### config.mk
export PLATFORM = sky130hd
export DESIGN_NAME = src_regfile
export DESIGN_NICKNAME = d
export VERILOG_FILES = /design/src/rtl/src_regfile.sv
export SDC_FILE = /design/constraint.sdc
export NUM_CORES = 1
export LEC_CHECK = 0
export ABC_AREA = 1
export CAP_MARGIN = 20
export CORE_ASPECT_RATIO = 0.75
export CORE_MARGIN = 1.5
export CORE_UTILIZATION = 50
export CTS_CLUSTER_SIZE = 30
export DETAILED_ROUTE_END_ITERATION = 16
export PLACE_DENSITY = 0.7
export SLEW_MARGIN = 20
export SYNTH_ARGS = -nofsm -noshare
export SYNTH_HDL_FRONTEND = slang
export SYNTH_SLANG_ARGS = --single-unit
### constraint.sdc
create_clock -name clk -period 5.55 [get_ports clk]
set_clock_uncertainty 0.05 [all_clocks]
set_input_delay 1.11 -clock clk [delete_from_list [all_inputs] [get_ports clk]]
set_output_delay 1.11 -clock clk [all_outputs]
set_load 0.005 [all_outputs]
### src/rtl/src_regfile.sv
// Coefficient/sample register file for the sample-rate-converter datapath: 2 registered read ports, 1 write port, self-clear after reset.
// Optional stored-parity checking is enabled by defining SRC_RF_PARITY_EN.
module src_regfile #(
  parameter int AW = 3,
  parameter int DW = 16
) (
  input  logic          clk,
  input  logic          rst,
  input  logic          en,
  input  logic          re1,
  input  logic          re2,
  input  logic          we,
  input  logic [AW-1:0] ar1,
  input  logic [AW-1:0] ar2,
  input  logic [AW-1:0] ard,
  input  logic [DW-1:0] wdata,
  output logic [DW-1:0] rd1,
  output logic [DW-1:0] rd2,
  output logic          rvalid,
`ifdef SRC_RF_PARITY_EN
  output logic          rd1_perr,
  output logic          rd2_perr,
`endif
  output logic          ready
);

  localparam int DEPTH = 1 << AW;
`ifdef SRC_RF_PARITY_EN
  localparam int MW = DW + 1;
`else
  localparam int MW = DW;
`endif
  localparam logic [AW:0] LAST_IDX = (AW+1)'(DEPTH - 1);

  typedef enum logic [0:0] {
    ST_CLEAR = 1'b0,
    ST_RUN   = 1'b1
  } state_e;

`ifdef SRC_RF_PARITY_EN
  function automatic logic parity_f(input logic [DW-1:0] d);
    parity_f = ^d;
  endfunction
`endif

  state_e          state_q, state_d;
  logic [AW:0]     cnt_q, cnt_d;
  logic [DW-1:0]   rd1_q, rd1_d;
  logic [DW-1:0]   rd2_q, rd2_d;
  logic            rvalid_q, rvalid_d;
  logic            ready_q, ready_d;
  logic [MW-1:0]   mem_q [DEPTH];
  logic            mem_we;
  logic [AW-1:0]   mem_waddr;
  logic [MW-1:0]   mem_wdata;
  logic [MW-1:0]   wr_word;
  logic [MW-1:0]   rd1_word;
  logic [MW-1:0]   rd2_word;
  logic            bypass1;
  logic            bypass2;
`ifdef SRC_RF_PARITY_EN
  logic            perr1_q, perr1_d;
  logic            perr2_q, perr2_d;
`endif

`ifdef SRC_RF_PARITY_EN
  assign wr_word = {parity_f(wdata), wdata};
`else
  assign wr_word = wdata;
`endif

  assign rd1_word = mem_q[ar1];
  assign rd2_word = mem_q[ar2];
  // A same-cycle write to the read address forwards the new data, never the stale entry.
  assign bypass1  = we && (ar1 == ard);
  assign bypass2  = we && (ar2 == ard);

  // Next-state, memory write port and read-data selection.
  always_comb begin
    state_d   = state_q;
    cnt_d     = cnt_q;
    rd1_d     = rd1_q;
    rd2_d     = rd2_q;
    rvalid_d  = 1'b0;
    ready_d   = (state_q == ST_RUN);
    mem_we    = 1'b0;
    mem_waddr = ard;
    mem_wdata = wr_word;
`ifdef SRC_RF_PARITY_EN
    perr1_d   = perr1_q;
    perr2_d   = perr2_q;
`endif
    case (state_q)
      ST_CLEAR: begin
        mem_we    = 1'b1;
        mem_waddr = cnt_q[AW-1:0];
        mem_wdata = {MW{1'b0}};
        cnt_d     = cnt_q + {{AW{1'b0}}, 1'b1};
        if (cnt_q == LAST_IDX) begin
          state_d = ST_RUN;
        end else begin
          state_d = ST_CLEAR;
        end
      end
      ST_RUN: begin
        // Accesses open one cycle after entering RUN, when ready is visible.
        if (en && ready_q) begin
          mem_we   = we;
          rvalid_d = re1 | re2;
          if (re1) begin
            if (bypass1) begin
              rd1_d = wdata;
`ifdef SRC_RF_PARITY_EN
              perr1_d = 1'b0;
`endif
            end else begin
              rd1_d = rd1_word[DW-1:0];
`ifdef SRC_RF_PARITY_EN
              perr1_d = ^rd1_word;
`endif
            end
          end else begin
            rd1_d = rd1_q;
          end
          if (re2) begin
            if (bypass2) begin
              rd2_d = wdata;
`ifdef SRC_RF_PARITY_EN
              perr2_d = 1'b0;
`endif
            end else begin
              rd2_d = rd2_word[DW-1:0];
`ifdef SRC_RF_PARITY_EN
              perr2_d = ^rd2_word;
`endif
            end
          end else begin
            rd2_d = rd2_q;
          end
        end else begin
          mem_we   = 1'b0;
          rvalid_d = 1'b0;
        end
      end
      default: begin
        state_d = ST_CLEAR;
        cnt_d   = {(AW+1){1'b0}};
      end
    endcase
  end

  // Control and output registers with synchronous active-low reset.
  always_ff @(posedge clk) begin
    if (!rst) begin
      state_q  <= ST_CLEAR;
      cnt_q    <= {(AW+1){1'b0}};
      rd1_q    <= {DW{1'b0}};
      rd2_q    <= {DW{1'b0}};
      rvalid_q <= 1'b0;
      ready_q  <= 1'b0;
`ifdef SRC_RF_PARITY_EN
      perr1_q  <= 1'b0;
      perr2_q  <= 1'b0;
`endif
    end else begin
      state_q  <= state_d;
      cnt_q    <= cnt_d;
      rd1_q    <= rd1_d;
      rd2_q    <= rd2_d;
      rvalid_q <= rvalid_d;
      ready_q  <= ready_d;
`ifdef SRC_RF_PARITY_EN
      perr1_q  <= perr1_d;
      perr2_q  <= perr2_d;
`endif
    end
  end

  // Storage array; contents are zeroed by the CLEAR sequence, not by reset.
  always_ff @(posedge clk) begin
    if (rst && mem_we) begin
      mem_q[mem_waddr] <= mem_wdata;
    end
  end

  assign rd1    = rd1_q;
  assign rd2    = rd2_q;
  assign rvalid = rvalid_q;
  assign ready  = ready_q;
`ifdef SRC_RF_PARITY_EN
  assign rd1_perr = perr1_q;
  assign rd2_perr = perr2_q;
`endif

endmodule
==> metrics.csv <==
stage,metric,value,unit
clock_tree,TritonCTS clock tree,done,
sta,Max Clk Rate,0.3223,GHz
drt,number of DRC markers in iteration 0,808,
floorplan,core footprint,0.01627,sq mm
synthesis,register bit total from synthesis,167,
synthesis,synth warn,0,
global_routing,largest net degree at the start of global routing,66,
clock_tree,"Setup Fix Bufs, Post-CTS",0,
sta,Slew headroom,29.65,%
finish,Post-Layout Cell Count,1277,
worst_setup_path,Critical path origin,ar2[2],
global_routing,Tot GR Track Use,28.17,%
clock_tree,Root Buffer,clkbuf_16,
finish,number of inserted diodes,0,
floorplan,I/O pin count,65,
floorplan,initial core utilization,51.92,%
floorplan,DIE AREA,0.01769,sq mm
sta,Sum Neg Setup Slack,0,ns
clock_tree,clock sinks,167,
global_routing,vias in the first global route,6750,
drt,final wirelength,24030,microns
finish,"commonest non-fill, non-tap cell in the layout",nand2_1,
power,part of the power in registers,49.5,%
finish,Filler Cell Count,1408,
floorplan,DIE WIDTH,153.1,microns
power,P_leak,0.003859,uW
power,Switching Power,698.4,uW
power,Final Power,2776,uW
finish,layout cell share with drive strength beyond 1,7.123,%
power,Sw Share,25.15,%
drt,Vias/cell,5.730,
run_status,violated checks,design-rule violations,
clock_tree,clock-pin slew on the worst setup and hold paths,0.06,ns
job,Max-Cap Viols,0,
sta,Period minus WS final,3.103,ns
synthesis,"Net Count, Synth",1047,
synthesis,Avg Inst Size Synth,8.320,sq um
power,Comb power frac,11.0,%
sta,Hold Worst Slack,0.4158,ns
clock_tree,clock insertion delay at the later pin of the skew report,0.43,ns
finish,fin nets,1086,
run_status,status,"finished, violations left",
worst_setup_path,R2R Path Start,ready_d,
sta,Slew @ Worst Pin,1.054,ns
clock_tree,clk buf depth,2,
finish,most frequent cells in the layout,"nand2_1 (375), nand3_1 (259), edfxtp_1 (128)",
floorplan,cell row count,40,
power,P_int,2078,uW
power,power share of the clock group,39.4,%
placement,routability-driven placement congestion ratio,0.8093,
power,pwr dens,285.5,mW/mm^2
power,"IR drop worst, VDD",0.2054,mV
hold_path,hold path startpoint,cnt_q[3],
sta,RSZ-0062 raised after global routing,no,
worst_setup_path,CP required,5.84,ns
synthesis,synthesized area,0.008444,sq mm
sta,Final Hold Fails,0,
hold_path,worst hold path class,reg -> reg,
worst_setup_path,arrival time at the worst endpoint,3.39,ns
drt,DR DRC count,2,
worst_setup_path,Crit Path Class,in -> reg,
sta,Slew Limit Fails,0,
finish,"Area growth, synth to finish",15.16,%
clock_tree,H-tree Lvls,4,
placement,Placed Cells,1245,
drt,detailed-route via count,7317,
clock_tree,hold-fix buffers at CTS,0,
worst_setup_path,crit start category,input pin,
sta,final-report setup violation count,0,
placement,detailed-placement wirelength estimate,14260,microns
clock_tree,cts bufs inserted,17,
synthesis,part of the Yosys area used for sequential elements,54.76,%
drt,"antenna viol nets, final",0,
drt,routed len/inst,18.82,microns
synthesis,Syn Inst Count,1015,
sta,final worst slack,2.447,ns
global_routing,global-route wire length before repair,37380,microns
global_routing,grt total ovfl,0,
sta,period utilization,55.90,%
synthesis,post-synth cell types,26,
drt,Pre-antenna DRT Iters,12,
global_routing,initial antenna violation count,1,
clock_tree,CTS resizes,0,
floorplan,Die Ht,115.5,microns
worst_setup_path,CP max FO,18,
worst_setup_path,CP endpoint kind,flop,
placement,Setup WS pre-CTS,2.093,ns
placement,IO Port Bufs,64,
[cell usage after synthesis]
| cell type | number | area share, % |
|---|---|---|
| nor3_1 | 3 | 0.18 |
| edfxtp_1 | 128 | 46 |
| and2_0 | 10 | 0.74 |
| inv_1 | 47 | 2.1 |
| and2_1 | 20 | 1.5 |
| a211oi_1 | 1 | 0.089 |
| nand2_4 | 4 | 0.53 |
| a21oi_4 | 1 | 0.19 |
| nor2_1 | 8 | 0.36 |
| nand2_1 | 375 | 17 |
| o41ai_1 | 1 | 0.10 |
| o21ai_0 | 2 | 0.12 |
| nand2_2 | 5 | 0.37 |
| nand3_1 | 259 | 15 |
| clkbuf_1 | 15 | 0.67 |
| a21oi_1 | 36 | 2.1 |
| nor2_4 | 3 | 0.40 |
| nor3_2 | 2 | 0.24 |
| inv_8 | 1 | 0.13 |
| buf_6 | 3 | 0.40 |
| buf_1 | 7 | 0.31 |
| inv_2 | 4 | 0.18 |
| ha_1 | 1 | 0.15 |
| buf_2 | 39 | 2.3 |
| clkinv_1 | 1 | 0.044 |
| dfxtp_1 | 39 | 9.2 |
[metrics by stage]
| step | area, sq um | util [%] |
|---|---|---|
| floorplan | 8444 | - |
| global placement | 9181 | 56.45 |
| detailed placement | 9181 | 56.45 |
| CTS | 9724 | 59.78 |
| global route | 9724 | 59.78 |
| finish | 9724 | 59.78 |
[final cells by class]
| class | count | area, sq um | area share, % |
|---|---|---|---|
| clock buffers | 24 | 493.0 | 5.069 |
| clock inverters | 8 | 50.05 | 0.5147 |
| inverters | 53 | 206.4 | 2.123 |
| multi-input cells | 731 | 3307 | 34.01 |
| flip-flops and latches | 167 | 4624 | 47.56 |
| well taps | 210 | 262.8 | 2.702 |
| repair buffers | 84 | 780.7 | 8.029 |
[logic make-up after synthesis]
family                   after synthesis  synth area share, %
AO/OA/AOI/OAI                         41                2.638
adder cells (fa/ha/maj)                1               0.1481
buffers and inverters                117                6.134
AND/OR/NAND/NOR                      689                36.32
flip-flops                           167                54.76
[power groups by stage]
stage	Combinational, uW	Sequential, uW	Clock [uW]
5_1_grt	337	1380	1150
3_5_place_dp	299	1400	0
3_3_place_gp	296	1400	0
6_report	307	1380	1090
4_1_cts	302	1380	1100
2_1_floorplan	202	1400	0
[layer usage]
metal  vias to the layer above  global-route usage [%]  routed length, microns
met5                         -                       0                      13
met4                         2                   11.18                     667
met3                        54                   6.432                    2308
met2                       363                   43.88                   10860
met1                      3427                   38.71                   10180
li1                       3471                       -                       -
[worst max-delay path: stages]
cell,delay [ns]
clkdlybuf4s50_1,0.46
buf_4,0.31
inv_2,0.28
nand3_1,0.17
nand2_1,0.09
nor2_4,0.38
nand2_4,0.22
nand2_1,0.14
nand3_1,0.09
a21oi_1,0.12
[state kept, by name, summed over array words and instances (netlist names)]
name	count
rvalid	1
mem_q	128
rd1	16
cnt_q	4
rd2	16
ready_d	1
ready	1
[path summary, 6_finish.rpt]
| path | end | slack (ns) | cells after the start |
|---|---|---|---|
| min | cnt_q[3] | 0.42 | 1 |
| max | rd2[4] | 2.45 | 10 |
| min reg2reg | cnt_q[3] | 0.42 | 1 |
| max reg2reg | mem_q[7][10] | 3.14 | 8 |
Power figures use the tool's default switching activity.
